### config.mk
export PLATFORM = sky130hd
export DESIGN_NAME = lcr580_io
export DESIGN_NICKNAME = d
export VERILOG_FILES = /design/src/rtl/lcr580_io.sv
export SDC_FILE = /design/constraint.sdc
export NUM_CORES = 1
export LEC_CHECK = 0
export CAP_MARGIN = 20
export CORE_UTILIZATION = 49
export DETAILED_ROUTE_END_ITERATION = 6
export MAX_ROUTING_LAYER = met4
export PLACE_DENSITY = 0.84
export SLEW_MARGIN = 5
export SYNTH_ARGS = -nofsm -noshare
export SYNTH_HDL_FRONTEND = slang
export SYNTH_SLANG_ARGS = --single-unit
### constraint.sdc
create_clock -name clock -period 4.47 [get_ports clock]
set_input_delay 0.894 -clock clock [delete_from_list [all_inputs] [get_ports clock]]
set_output_delay 0.894 -clock clock [all_outputs]
set_load 0.01 [all_outputs]
### src/rtl/lcr580_io.sv
// LCR580 I/O block: keyboard latch, border/mask registers, periodic timer and
// two-source level-sensitive interrupt controller with iff1-falling-edge acknowledge.
module lcr580_io #(
    parameter int TIMER_PERIOD = 500000
) (
    input  logic        clock,
    input  logic        reset_n,
    input  logic [15:0] address,
    input  logic [7:0]  out,
    input  logic        port_rd,
    input  logic        port_we,
    input  logic        iff1,
    input  logic [7:0]  kdata,
    input  logic        kdone,
    output logic        irq,
    output logic [3:0]  vector,
    output logic [7:0]  pin,
    output logic [2:0]  border
);

    localparam int CW = (TIMER_PERIOD > 2) ? $clog2(TIMER_PERIOD) : 1;

    logic [7:0]    port;
    logic [1:0]    mask;
    logic [7:0]    kbd_data;
    logic          kready;
    logic          tpend;
    logic          kpend;
    logic [CW-1:0] tcnt;
    logic          iff1_q;

    logic          wr_mask;
    logic          wr_border;
    logic          rd_kbd;
    logic          wrap;
    logic          ack;
    logic          tpend_nxt;
    logic          kpend_nxt;
    logic          unused_bits;

    assign port        = address[7:0];
    assign unused_bits = ^{address[15:8], out[7:3]};

    assign wr_mask   = port_we && (port == 8'h02);
    assign wr_border = port_we && (port == 8'hFE);
    assign rd_kbd    = port_rd && (port == 8'h00);
    assign wrap      = (tcnt == CW'(TIMER_PERIOD - 1));
    assign ack       = iff1_q && !iff1 && (vector != 4'd0);

    always_comb begin
        pin = 8'hFF;
        case (port)
            8'h00:   pin = kbd_data;
            8'h01:   pin = {7'b0, kready};
            8'h02:   pin = {6'b0, mask};
            8'hFE:   pin = {5'b0, border};
            default: pin = 8'hFF;
        endcase
    end

    always_comb begin
        vector = 4'd0;
        if (tpend)
            vector = 4'd1;
        else if (kpend)
            vector = 4'd2;
    end

    assign irq = iff1 && (tpend || kpend);

    // Mask clear beats a new event; a new event beats its own acknowledge.
    always_comb begin
        tpend_nxt = tpend;
        if (wr_mask && !out[0])
            tpend_nxt = 1'b0;
        else if (wrap && mask[0])
            tpend_nxt = 1'b1;
        else if (ack && tpend)
            tpend_nxt = 1'b0;
    end

    always_comb begin
        kpend_nxt = kpend;
        if (wr_mask && !out[1])
            kpend_nxt = 1'b0;
        else if (kdone && mask[1])
            kpend_nxt = 1'b1;
        else if (ack && !tpend)
            kpend_nxt = 1'b0;
    end

    always_ff @(posedge clock) begin
        if (reset_n) begin
            border   <= 3'd0;
            mask     <= 2'd0;
            kbd_data <= 8'd0;
            kready   <= 1'b0;
            tpend    <= 1'b0;
            kpend    <= 1'b0;
            tcnt     <= '0;
            iff1_q   <= 1'b0;
        end else begin
            iff1_q <= iff1;
            tpend  <= tpend_nxt;
            kpend  <= kpend_nxt;
            tcnt   <= wrap ? '0 : tcnt + 1'b1;
            if (wr_border)
                border <= out[2:0];
            if (wr_mask)
                mask <= out[1:0];
            if (kdone) begin
                kbd_data <= kdata;
                kready   <= 1'b1;
            end else if (rd_kbd) begin
                kready <= 1'b0;
            end
        end
    end

endmodule

==> results of run 1 <==
==> where the power goes <==
group	internal, W	switching, W
combinational	0.0000316	0.0000222
sequential	0.000328	0.00000479
clock	0.0000770	0.000108
total	0.000437	0.000135
==> final cells by class <==
type                       count  area (sq um)  share of cell area
clock buffer                   7          55.1              0.0257
clock inverter                 1          7.51             0.00350
inverter                       5          18.8             0.00876
multi-input combinational    136           891               0.416
sequential                    36           721               0.336
tap                           44          55.1              0.0257
timing repair buffer          40           395               0.184
==> cell usage after synthesis (all sizes together) <==
library cell and instances:
nor2b 2, o21a 2, or4b 1, a221o 1
a211o 1, a21oi 2, inv 5, a21boi 1
o32ai 1, clkbuf 3, ha 1, a22o 1
or4bb 1, a221oi 1, and4b 1, nand2b 1
a32oi 1, nand2 6, and4 1, nor3 9
buf 6, dfxtp 36, o31ai 1, o21ai 3
xnor2 11, mux2i 15, or4 4, nor2 33
xor2 4, nand3 6, nand4 7, nor4 5
a21o 6, conb 1, or3 4, o21ba 1
==> per-layer routing <==
| layer | wire [um] | share of wire | track usage |
|---|---|---|---|
| met5 | 0 | 0 | - |
| met4 | 51 | 0.015 | 0.0877 |
| met3 | 121 | 0.035 | 0.0448 |
| met2 | 1590 | 0.46 | 0.355 |
| met1 | 1690 | 0.49 | 0.282 |
==> cells in the final DEF (no fill, tap or decap), types with 2 or more instances in the layout <==
| cell | netlist | final |
|---|---|---|
| clkdlybuf4s50_1 | 0 | 38 |
| dfxtp_1 | 36 | 36 |
| nor2_1 | 33 | 33 |
| mux2i_1 | 15 | 15 |
| xnor2_1 | 11 | 11 |
| nor3_1 | 9 | 9 |
| nand4_1 | 6 | 6 |
| a21o_1 | 6 | 6 |
| nand2_1 | 6 | 6 |
| nand3_1 | 6 | 6 |
| nor4_1 | 5 | 5 |
| inv_1 | 5 | 5 |
| clkbuf_4 | 0 | 5 |
| xor2_1 | 4 | 4 |
| or3_1 | 3 | 3 |
| or4_1 | 3 | 3 |
| o21ai_0 | 3 | 3 |
| o21a_1 | 2 | 2 |
| nor2b_1 | 2 | 2 |
| a21oi_1 | 2 | 2 |
| conb_1 | 1 | 2 |
| buf_4 | 5 | 2 |
==> worst paths after layout <==
check        endpoint  slack (ps)
max            pin[2]         250
min           tcnt[0]         490
max reg2reg  tcnt[11]        2360
min reg2reg   tcnt[0]         490
==> state kept, by name (all words and copies together) (netlist names) <==
signal / count
kbd_data: 8
kpend: 1
iff1_q: 1
tcnt: 19
tpend: 1
border: 3
kready: 1
mask: 2
==> through the flow <==
stage	cell area, sq um	utilization	total power [W]	hold WS [ps]	setup WS, ps
final	2140	0.680	0.000572	485	253
after detailed placement	2080	0.660	0.000394	470	262
after global placement	2080	0.660	0.000393	447	283
after floorplan	1680	-	0.000366	430	1240
after global routing	2140	0.680	0.000598	518	190
after CTS	2140	0.680	0.000577	495	258
==> critical path, stage by stage <==
cell and delay [ps]:
clkdlybuf4s50_1 430, or4_4 580, or3_4 370, a22o_1 290, a221o_1 280, clkdlybuf4s50_1 480
==> logic make-up after synthesis <==
| group | after synthesis |
|---|---|
| and+or+nand+nor | 81 |
| DFF | 36 |
| AOI/OAI and AO/OA | 22 |
| xor gates and xnor gates | 15 |
| muxes | 15 |
| buffers and inverters | 14 |
| adders and majority gates | 1 |
| other | 1 |
==> reports/results.txt, run 1 <==
status: completed
combinational family with the most area after synthesis: simple AND/OR/NAND/NOR gates
sequential fraction of the synthesis area: 0.429
Worst EP arrival: 3320 ps
simple-gate portion of the synthesized area: 0.253
Total Wirelength: 3.46 mm
origin of the critical flop-to-flop path: tcnt[14]
Ys Warns: 0
Fin. Hold Viols: 0
Synth cell types: 40
final critical-path share of the clock period: 0.943
multiplexer share of the synthesized area: 0.0894
die area: 3670 sq um
total negative slack: 0 ps
hold_sp: tcnt[0]
max_slew headroom: 0.622
leakage: 0.786 nW
Syn Inst Count: 185
Avg WL per Cell: 12.9 um
clock skew: 7.61 ps
XOR/XNOR Fraction of Synth Area: 0.0782
Crit Path Class: input pin to output port
Hold Path Class: flip-flop to flip-flop
first-pass GRT wire length: 5.93 mm
Antenna Diode Count: 0
post-synth top area cell: dfxtp_1
fmax: 0.237 GHz
FF-to-FF path depth: 4
share of cells above drive strength 1: 0.0622
Worst-Skew Late Latency: 340 ps
Residual DRC: 0
Mean Syn Cell Area: 9.08 sq um
routed vias/inst: 5.42
Root Driver: clkbuf_4
hpwl dp: 2.57 mm
die width: 60.5 um
complex-gate fraction of the synthesized area: 0.0976
Post-CTS Setup Repair Bufs: 0
Post-Syn Area: 1680 sq um
P&R area growth vs syn: 27.6%
crit path time final: 4220 ps
unrepaired setup endpoints after global routing: no
CTS Hold Buffers Added: 0
worst vdd ir: 0.195 mV
Finished Layout Cells: 269
io pins: 54
Max Slew Vio Count: 0
# fillers: 257
Detail Route Antenna Nets: 0
core area: 3150 sq um
starting DRC count in detailed routing: 72
antenna violations before repair: 0
Max Fanout on Critical Path: 7
Yosys top cell area share: 0.429
row cnt: 20
TritonCTS sink count: 36
Worst Hold Path Cells: 1
CTS Buf Count: 5
total placed cells including tap cells: 261
die height: 60.5 um
worst path required time: 3580 ps
register bit count reported by yosys: 36
via count: 1,457
htree depth: 2
nets@finish: 263
Final Wtd Congestion: 0.812
Final setup viols: 0
largest net degree at the start of global routing: 20
DRT Pass-1 Iters: 4
cts repair resizes: 0
Worst setup startpoint: address[3]
CTS tree: done
total track usage: 0.224
grt total ovfl: 0
startpoint types: input pin
Max clock buf depth: 2
worst-margin pin slew: 567 ps
pwr dens: 267 nW/um^2
PortBufs: 38
Initial Util: 0.533
nature of the critical path endpoint: output port
vias in the first global route: 1,359
Post-Synth Adder-Cell Area: 0.00745
largest cells by area after synthesis: dfxtp_1 43%, mux2i_1 8.9%, nor2_1 7.4%
Max Cap Viol: 0
Clock transition at path regs: 100 ps
Note: power is estimated with default switching activity, not from simulation.
==> run 2: changes to the inputs <==
TNS_END_PERCENT = 30   (was default)
==> results of run 2 <==
No change in the layout: final DEF, timing and power equal those of run 1.
==> run 3: changes to the inputs <==
RECOVER_POWER = 100   (was default)
==> reports/results.txt, run 3 (synthesis results as in run 1) <==
crit path time final: 4300 ps (+82.7 ps)
leakage: 0.792 nW (+0.85%)
# fillers: 260 (+1.2%)
max reg flops: 19 (unchanged)
Worst EP arrival: 3410 ps (+90 ps)
core area: 3150 sq um (unchanged)
hpwl dp: 2.57 mm (unchanged)
total negative slack: 0 ps (unchanged)
Detail Route Antenna Nets: 0 (unchanged)
nature of the critical path endpoint: output port
routed vias/inst: 5.42 (+0.14%)
via count: 1,459 (+0.14%)
io pins: 54 (unchanged)
antenna violations before repair: 0 (unchanged)
CTS tree: done
Logic pwr share: 0.092 (-0.002)
commonest non-fill, non-tap cell in the layout: dfxtp_1
Antenna Diode Count: 0 (unchanged)
total track usage: 0.224 (unchanged)
Max clock buf depth: 2 (unchanged)
die height: 60.5 um (unchanged)
Post-CTS Setup Repair Bufs: 0 (unchanged)
Residual DRC: 0 (unchanged)
vias in the first global route: 1,359 (unchanged)
grt total ovfl: 0 (unchanged)
clock skew: 7.30 ps (-0.315 ps)
status: completed
starting DRC count in detailed routing: 72 (unchanged)
most frequent cells in the layout: 36 x dfxtp_1, 33 x nor2_1, 28 x clkdlybuf4s50_1
unrepaired setup endpoints after global routing: no
Max Slew Vio Count: 0 (unchanged)
Total Wirelength: 3.50 mm (+1.2%)
DRT Pass-1 Iters: 4 (unchanged)
Max Fanout on Critical Path: 7 (unchanged)
nets@finish: 263 (unchanged)
htree depth: 2 (unchanged)
Final setup viols: 0 (unchanged)
TritonCTS sink count: 36 (unchanged)
CTS Buf Count: 5 (unchanged)
Clock Power Share: 0.324 (about the same)
largest net degree at the start of global routing: 20 (unchanged)
pwr dens: 268 nW/um^2 (+0.32%)
Avg WL per Cell: 13.0 um (+1.2%)
Worst-Skew Late Latency: 340 ps (about the same)
P&R area growth vs syn: 27.0%
Max Cap Viol: 0 (unchanged)
Sw Ratio: 0.236 (+0.000246)
max_slew headroom: 0.448 (-0.174)
sequential power share: 0.584 (+0.002)
fmax: 0.233 GHz (-1.9%)
Hold Path Class: flip-flop to flip-flop
worst-margin pin slew: 829 ps (+262 ps)
Cell Int Power: 0.000436 W (-0.24%)
row cnt: 20 (unchanged)
Net Sw Power: 0.000135 W (-0.10%)
top flop regs: tcnt (19), kbd_data (8), border (3)
share of cells above drive strength 1: 0.0489 (-0.0133)
startpoint types: input pin
fin area: 2130 sq um (-0.53%)
Crit Path Class: input pin to output port
worst path required time: 3580 ps (about the same)
Initial Util: 0.533 (unchanged)
cts repair resizes: 0 (unchanged)
die area: 3670 sq um (unchanged)
worst vdd ir: 0.195 mV (about the same)
Root Driver: clkbuf_4
Biggest register: tcnt
CTS Hold Buffers Added: 0 (unchanged)
PortBufs: 38 (unchanged)
Final Wtd Congestion: 0.812 (unchanged)
Placed Area: 2080 sq um (unchanged)
Clock transition at path regs: 100 ps (about the same)
first-pass GRT wire length: 5.93 mm (unchanged)
die width: 60.5 um (unchanged)
final critical-path share of the clock period: 0.962 (+0.0185)
Fin. Hold Viols: 0 (unchanged)
## run 3: cell count changes in the layout (fill, tap and decap cells not counted)
cell | before | now
buf_4 | 2 | 0
or4_1 | 3 | 4
clkbuf_1 | 1 | 3
dlygate4sd3_1 | 0 | 10
clkdlybuf4s50_1 | 38 | 28
or4_4 | 1 | 0
## run 3: final cells by class
type | instances | area, sq um | area share
well taps | 44 | 55.1 | 0.0258
flip-flops and latches | 36 | 721 | 0.338
multi-input cells | 136 | 887 | 0.416
repair buffers | 40 | 388 | 0.182
inverters | 5 | 18.8 | 0.00880
clock buffers | 7 | 55.1 | 0.0258
clock inverters | 1 | 7.51 | 0.00352
## run 3: stage by stage
stage / setup WS (ps) / util / cells / total power (W) / hold slack (ps)
5_1_grt: 105 / 0.676 / 269 / 0.000597 / 518
2_1_floorplan: 1240 / - / 186 / 0.000366 / 430
4_1_cts: 258 / 0.680 / 269 / 0.000577 / 495
6_report: 171 / 0.676 / 269 / 0.000571 / 485
3_5_place_dp: 262 / 0.660 / 261 / 0.000394 / 470
3_3_place_gp: 283 / 0.660 / 261 / 0.000393 / 447
## run 3: power groups by stage
stage	logic, W	registers (W)	clock network [W]
after floorplan	0.0000266	0.000339	0
after global placement	0.0000524	0.000340	0
after detailed placement	0.0000538	0.000341	0
after CTS	0.0000541	0.000333	0.000190
after global routing	0.0000576	0.000335	0.000204
final	0.0000527	0.000333	0.000185
## run 3: worst paths after layout
check | endpoint | cells after the start | slack, ps | startpoint
setup / recovery | pin[3] | 6 | 170 | address[3]
hold / removal | tcnt[0] | 1 | 480 | tcnt[0]
setup reg to reg | tcnt[11] | 4 | 2360 | tcnt[14]
hold reg to reg | tcnt[0] | 1 | 480 | tcnt[0]
## run 3: critical path: stages
cell	delay (ps)
clkdlybuf4s50_1	420
or4_1	630
or3_4	390
a22o_1	290
a21o_1	180
dlygate4sd3_1	590
## run 3: routing by layer
metal / GRT usage / vias up / part of all wire
li1: - / 731 / -
met1: 0.282 / 690 / 0.49
met2: 0.355 / 32 / 0.46
met3: 0.0448 / 6 / 0.036
met4: 0.0877 / 0 / 0.015
met5: - / - / 0
